$ cat src/rtl/display_scan_ctrl_pkg.sv
// Shared constants and helpers for the eight-digit multiplexed seven-segment scanner.
package display_scan_ctrl_pkg;

    localparam int unsigned NUM_DIGITS = 8;
    localparam logic [7:0]  DIGIT_OFF  = 8'hFF;
    localparam logic [7:0]  SEG_BLANK  = 8'hFF;

    typedef logic [3:0] nibble_t;
    typedef logic [2:0] digit_idx_t;

    function automatic nibble_t pick_nibble(input logic [31:0] v, input digit_idx_t idx);
        return v[{idx, 2'b00} +: 4];
    endfunction

endpackage

$ cat src/rtl/display_scan_ctrl_hexto7seg.sv
// Hex nibble to active-low seven-segment pattern {a,b,c,d,e,f,g,dp}; dp stays off.
module hexto7seg
    import display_scan_ctrl_pkg::*;
(
    input  nibble_t    nibble_i,
    output logic [7:0] segments_o
);

    logic [7:0] pat_hi;

    always_comb begin
        pat_hi = '0;
        case (nibble_i)
            4'h0: pat_hi = 8'hFC;
            4'h1: pat_hi = 8'h60;
            4'h2: pat_hi = 8'hDA;
            4'h3: pat_hi = 8'hF2;
            4'h4: pat_hi = 8'h66;
            4'h5: pat_hi = 8'hB6;
            4'h6: pat_hi = 8'hBE;
            4'h7: pat_hi = 8'hE0;
            4'h8: pat_hi = 8'hFE;
            4'h9: pat_hi = 8'hF6;
            4'hA: pat_hi = 8'hEE;
            4'hB: pat_hi = 8'h3E;
            4'hC: pat_hi = 8'h9C;
            4'hD: pat_hi = 8'h7A;
            4'hE: pat_hi = 8'h9E;
            4'hF: pat_hi = 8'h8E;
            default: pat_hi = '0;
        endcase
    end

    assign segments_o = ~pat_hi;

endmodule

$ cat src/rtl/display_scan_ctrl.sv
// Eight-digit multiplexed display scanner with frame-synchronised (tear-free) value update
// and optional leading-zero blanking.
module display_scan_ctrl
    import display_scan_ctrl_pkg::*;
#(
    parameter int unsigned REFRESH_BITS = 17
) (
    input  logic        clk,
    input  logic        reset,
    input  logic [31:0] value,
    input  logic        load,
    input  logic        blank_lz,
    output logic        pending,
    output logic [7:0]  digitselect,
    output logic [7:0]  segments
);

    logic [REFRESH_BITS-1:0] cnt_q, cnt_d;
    digit_idx_t              dig_q, dig_d;
    logic [31:0]             shown_q, shown_d;
    logic [31:0]             shadow_q, shadow_d;
    logic                    pending_q, pending_d;

    logic                    cnt_max;
    logic                    frame_end;
    logic [NUM_DIGITS-1:0]   zero_above;
    logic                    blank;
    nibble_t                 cur_nibble;
    logic [7:0]              dec_seg;

    assign cnt_max   = &cnt_q;
    assign frame_end = cnt_max && (dig_q == digit_idx_t'(NUM_DIGITS - 1));

    // shown only moves on frame_end; a load landing on frame_end bypasses the shadow.
    always_comb begin
        cnt_d     = cnt_q + 1'b1;
        dig_d     = cnt_max ? dig_q + 3'd1 : dig_q;
        shown_d   = shown_q;
        shadow_d  = shadow_q;
        pending_d = pending_q;
        if (frame_end) begin
            if (load) begin
                shown_d = value;
            end else if (pending_q) begin
                shown_d = shadow_q;
            end
            pending_d = 1'b0;
        end else if (load) begin
            shadow_d  = value;
            pending_d = 1'b1;
        end
    end

    always_ff @(posedge clk or posedge reset) begin
        if (reset) begin
            cnt_q     <= '0;
            dig_q     <= '0;
            shown_q   <= '0;
            shadow_q  <= '0;
            pending_q <= 1'b0;
        end else begin
            cnt_q     <= cnt_d;
            dig_q     <= dig_d;
            shown_q   <= shown_d;
            shadow_q  <= shadow_d;
            pending_q <= pending_d;
        end
    end

    // zero_above[i]: nibbles i..7 of shown are all zero.
    always_comb begin
        zero_above = '0;
        for (int unsigned i = 0; i < NUM_DIGITS; i++) begin
            zero_above[i] = ((shown_q >> (4 * i)) == 32'd0);
        end
    end

    assign blank      = blank_lz && (dig_q != 3'd0) && zero_above[dig_q];
    assign cur_nibble = pick_nibble(shown_q, dig_q);

    hexto7seg u_dec (
        .nibble_i   (cur_nibble),
        .segments_o (dec_seg)
    );

    assign pending     = pending_q;
    assign digitselect = blank ? DIGIT_OFF : ~(8'b1 << dig_q);
    assign segments    = blank ? SEG_BLANK : dec_seg;

endmodule

$ cat config.mk
export PLATFORM = sky130hd
export DESIGN_NAME = display_scan_ctrl
export DESIGN_NICKNAME = d
export VERILOG_FILES = /design/src/rtl/display_scan_ctrl_pkg.sv /design/src/rtl/display_scan_ctrl_hexto7seg.sv /design/src/rtl/display_scan_ctrl.sv
export SDC_FILE = /design/constraint.sdc
export NUM_CORES = 1
export LEC_CHECK = 0
export CORE_MARGIN = 2
export CORE_UTILIZATION = 35
export DETAILED_ROUTE_END_ITERATION = 7
export GPL_TIMING_DRIVEN = 0
export MAX_ROUTING_LAYER = met4
export SLEW_MARGIN = 20
export SYNTH_ARGS = -nofsm -noshare
export SYNTH_HDL_FRONTEND = slang
export SYNTH_HIERARCHICAL = 1
export SYNTH_SLANG_ARGS = --single-unit
$ cat constraint.sdc
create_clock -name clk -period 5.35 [get_ports clk]
set_input_delay 1.3375 -clock clk [delete_from_list [all_inputs] [get_ports clk]]
set_output_delay 1.3375 -clock clk [all_outputs]
set_load 0.03 [all_outputs]
======== After elaboration in Yosys (flattened, before gate mapping) ========
Memory sizes are Yosys's and may differ from the RTL's.
Index checks and enable logic that the tools add are counted.
word-level totals
  memories kept ........................... 1
  output and inout port bits .............. 17
  word-level logic and storage cells ...... 40
  memory bits (read-only) ................. 112
  bits of input ports ..................... 36
  register bits ........................... 85
memories
  memory            words  width  rd ports  clocked after memory_dff  write ports  RTL line                           text
  (name not given)  16     7      1         0                         0            display_scan_ctrl_hexto7seg.sv:13  case (nibble_i)
cells by class
  reduce and logical (&&, ||, !) cells .... 17
  bitwise operators ....................... 3
  mux-type cells .......................... 8
  shifts and indexed selects .............. 2
  magnitude comparators ................... 1
  eq/ne operators ......................... 1
  $add $sub $neg .......................... 2
operators with widths
  cell                                                        number
  logical NOT 32 bit                                          8
  2-to-1 mux 32 bit                                           2
  variable part select 32 x 6 -> 4 bit                        1
  adder 17 x 1 -> 17 bit, second input constant               1
  AND reduction 17 bit                                        1
  2-to-1 mux 8 bit                                            2
  inverter 8 bit                                              2
  left shift 1 x 3 -> 8 bit, first input constant             1
  less-than comparator 3 x 4 -> 1 bit, second input constant  1
  AND reduction 2 bit                                         2
  nonzero test 2 bit                                          2
  adder 3 x 1 -> 3 bit, second input constant                 1
  binary-select mux 1 bit (select 3 bit)                      1
  equality test 3 bit, second input constant                  1
  logical AND 1 bit                                           3
  2-to-1 mux 1 bit                                            3
  nonzero test 3 bit                                          1
  inverter 1 bit                                              1

======== Longest topological paths before layout ========
  word-level depth ........................ 5
  gate-level depth with buffers ........... 11
  gate-level depth less buffers ........... 10

======== Modules after synthesis ========
Netlist, hierarchy kept.
by module, submodules not included
  module             area each (µm²)  cells each  times used  sequential area each (µm²)
  display_scan_ctrl  4202.8           355         1           2127.0
  hexto7seg          262.8            33          1           0.0

======== Worst setup path after synthesis ========
OpenSTA, ideal clock, no wires.
  kind .................................... input-to-output
  from .................................... in blank_lz
  to ...................................... out digitselect[1]
  buffers on the path ..................... 0
  setup slack ............................. 1.354 ns
  arrival time ............................ 2.658 ns
  cell stages on the path ................. 2
  data required time ...................... 4.013 ns
  path through ............................ o31ai_4 o311ai_0
on the way
  longest elaborated chain between the ends .. 3
RTL lines
  what                            RTL line                 text
  from (decl)                     display_scan_ctrl.sv:12  input logic blank_lz,
  logical AND 1 bit (2 in a row)  display_scan_ctrl.sv:78  assign blank = blank_lz && (dig_q != 3'd0) && zero_above[dig_q];
  2-to-1 mux 8 bit                display_scan_ctrl.sv:87  assign digitselect = blank ? DIGIT_OFF : ~(8'b1 << dig_q);
  to (decl)                       display_scan_ctrl.sv:14  output logic [7:0] digitselect,
Every way passes these cells.

======== Final worst setup path ========
  from .................................... reg dig_q[0]
  to ...................................... out segments[7]
on the way
  longest elaborated chain between the ends .. 4
  elaborated cells between the ends (all ways) .. 9
  those cells by class .................... shift: 1; mux: 3; bitwise: 1; reduce/logical: 3; memory: 1
RTL lines
  what                                  RTL line                           text
  from (decl)                           display_scan_ctrl.sv:19            digit_idx_t dig_q, dig_d;
  from (signal assigned)                display_scan_ctrl.sv:63            dig_q <= dig_d;
  variable part select 32 x 6 -> 4 bit  display_scan_ctrl_pkg.sv:12        return v[{idx, 2'b00} +: 4];
  via cur_nibble[1]                     display_scan_ctrl.sv:28            nibble_t cur_nibble;
  memory read (16 x 7 bit)              n/a
  inverter 8 bit                        display_scan_ctrl_hexto7seg.sv:34  assign segments_o = ~pat_hi;
  via dec_seg[7]                        display_scan_ctrl.sv:29            logic [7:0] dec_seg;
  2-to-1 mux 8 bit                      display_scan_ctrl.sv:88            assign segments = blank ? SEG_BLANK : dec_seg;
  to (decl)                             display_scan_ctrl.sv:15            output logic [7:0] segments
The timed path passes the listed nets, and every way through them passes these cells. The select of a mux whose other input is x is not followed.

==> out/metrics.csv <==
metric,value,unit
status,completed,
# H-tree levels,3,
maximum fanout along the worst path,10,
total gr overflow,0,
Worst Tran Pin Value,741,ps
initial antenna violation count,0,
skew final,6.18,ps
Syn Inst Count,388,
Clock Latency Late Sink,340,ps
vias per cell,4.88,
CP cell instances,buf_2 > mux4_1 > nand2_1 > nand2_1 > inv_1 > ha_1 > nor2b_1 > or3b_1 > o21ai_1 > inv_1 > o31ai_2 > clkdlybuf4s50_1,
final cycle utilization of the critical path,93.3,%
worst setup margin,361,ps
Core Area,12500,um^2
Detailed Route Iter0 Violations,68,
CP peak stage delay,700,ps
fmax,200,MHz
Max-Cap Viols,0,
Fin. Hold Viols,0,
Buf/Inv on CP,4,
CTS tree,yes,
first-pass GRT wire length,15.1,mm
Unique masters post-synth,48,
Final ANT Viol Nets,0,
Final Max Slew Viols,0,
Die Width,117,um
asr flop ratio synth,100,%
DRC viols,0,
Initial Utilization,35.7,%
Clock Path Buffers,2,
post-place setup slack,696,ps
share of layout cells above drive strength 1,18.7,%
Synth Warn #,6,
port bufs,50,
CTS buffer count,9,
mean post-synth cell area,11.5,um^2
Synth top area share,47.6,%
Fill cells,1229,
Top delay family on crit path,buffers and inverters,
Max transition margin,50.6,%
Die Y,117,um
Synth Flop Type,dfrtp_1,
total track usage,14.7,%
Resized Gates After CTS,0,
Yosys top cell by area,dfrtp_1,
worst setup path class,reg -> out,
die area,13700,um^2
"Area growth, synth to finish",23.7,%
Synth Register Bits,85,
Total Wirelength,9.03,mm
CP Capture Type,primary output,
Post-synth EDFFs,0,
Root Driver,clkbuf_16,
crit start category,flop,
pwr dens,259,nW/um^2
Final nets,500,
CTS sink count,85,
Via Count,3062,
Worst path slowest cell,clkdlybuf4s50_1,
WL/cell,14.4,um
DRT Pass-1 Iters,4,
"Seq/Total Area, Yosys",47.6,%
Mapped Area,4470,um^2
clk slew on worst S/H paths,60,ps
Post-CTS Setup Bufs,0,
worst endpoint required time,4010,ps
Final GP Congestion,0.843,
post-layout min period,4990,ps
worst vdd ir,0.150,mV
I/O pin count,53,
row cnt,41,
static leakage,2.42,nW
Multi-input gate area,2130,um^2
pin count of the biggest net entering global routing,60,
Detail Placement HPWL,6.88,mm
# diodes,0,
unrepaired setup endpoints after global routing,no,
"Net Count, Synth",438,
CTS Hold Buffers Added,0,
setup TNS,0,ps
vias in the first global route,3108,
worst hold path type,reg -> reg,
final setup violation count,0,
area occupied by registers,2130,um^2
Worst EP arrival,3650,ps
synth top area cells,"dfrtp_1 48%, mux2_2 8.1%, mux2i_1 7.6%",
==> flip-flops by register name, summed over array words and instances, names as in the netlist <==
name      count
cnt_q        17
pending       1
shown_q      32
dig_q         3
shadow_q     32
==> cell usage in the layout (no fill, tap or decap), types with 5 or more instances in the layout <==
cell type and instances:
buf_2 6, clkbuf_1 8, clkbuf_16 9, clkdlybuf4s50_1 50, dfrtp_1 85, ha_1 14
inv_1 15, mux2_2 32, mux2i_1 34, mux4_2 8, nand2_1 54, nand3_1 8
nand4_1 5, nor2_1 8, o21ai_0 33, o31ai_2 9, xnor2_1 9, xor2_1 6
==> report_power, final <==
group / total [W] / internal, W / switching, W
clock network: 0.000639 / 0.000387 / 0.000252
logic: 0.000111 / 0.0000622 / 0.0000489
registers: 0.000678 / 0.000667 / 0.0000107
==> path summary, 6_finish.rpt <==
check / startpoint / endpoint / slack, ps / cells past startpoint
hold reg to reg: cnt_q[0] / cnt_q[0] / 440 / 1
setup / recovery: dig_q[0] / segments[7] / 360 / 12
setup reg to reg: cnt_q[4] / shadow_q[15] / 2510 / 9
hold / removal: cnt_q[0] / cnt_q[0] / 440 / 1
min in group asynchronous: reset / shadow_q[24] / 1330 / 2
max in group asynchronous: reset / shadow_q[8] / 3400 / 3
==> worst register-to-register path: stages (launching register included) <==
cell and delay (ps):
dfrtp_1 410, and4_1 210, clkbuf_1 160, nand4_1 190, nor3_1 90, ha_1 190, clkbuf_1 210, a21boi_1 500
buf_2 390, mux2_2 370
==> cell type report <==
type	count	share of cell area (%)
Sequential cell	85	38.5
Buffer	24	2.67
Tap cell	172	3.90
Multi-Input combinational cell	262	38.5
Inverter	17	1.20
Clock inverter	5	1.06
Clock buffer	11	4.58
Timing Repair Buffer	51	9.56
==> synthesized netlist by cell type, types with 2 or more instances <==
cell	n
a21oi_1	3
a22o_1	2
a31oi_1	2
and2_1	2
and4_1	2
buf_1	3
buf_2	6
buf_4	2
buf_6	3
clkbuf_1	8
clkbuf_8	2
dfrtp_1	85
ha_1	14
inv_1	16
mux2_2	32
mux2i_1	34
mux4_2	8
nand2_1	54
nand3_1	8
nand4_1	5
nor2_1	8
nor2b_1	2
nor3_1	2
nor4_1	4
o21ai_0	33
o311ai_0	2
o31ai_2	9
o31ai_4	2
or4_1	3
xnor2_1	9
xor2_1	6
==> per-stage QoR <==
step           utilization [%]  total power, W  area [um^2]  std cells  hold slack, ps
6_report                  44.1         0.00143         5520        627             442
5_1_grt                   44.1         0.00148         5520        627             466
4_1_cts                   44.1         0.00145         5520        627             448
3_5_place_dp              41.6        0.000804         5210        611             438
3_3_place_gp              41.4        0.000798         5180        610             427
2_1_floorplan                -        0.000754         4470        388             414
==> kinds of logic after synthesis <==
logic type	count (synthesis)	synth area share, %
adders and majority gates	14	3.92
xor gates and xnor gates	15	2.94
DFF	85	47.6
muxes	75	20.3
and+or+nand+nor	95	9.92
AOI/OAI and AO/OA	62	10.5
buffers and inverters	41	4.74
other	1	0.0840
==> per-layer routing <==
| layer | wire length, um | vias to the layer above | GRT usage (%) |
|---|---|---|---|
| li1 | - | 1502 | - |
| met1 | 4420 | 1496 | 19.3 |
| met2 | 4210 | 49 | 22.9 |
| met3 | 243 | 15 | 2.68 |
| met4 | 155 | 0 | 5.49 |
| met5 | 0 | - | - |
Power figures use the tool's default switching activity.
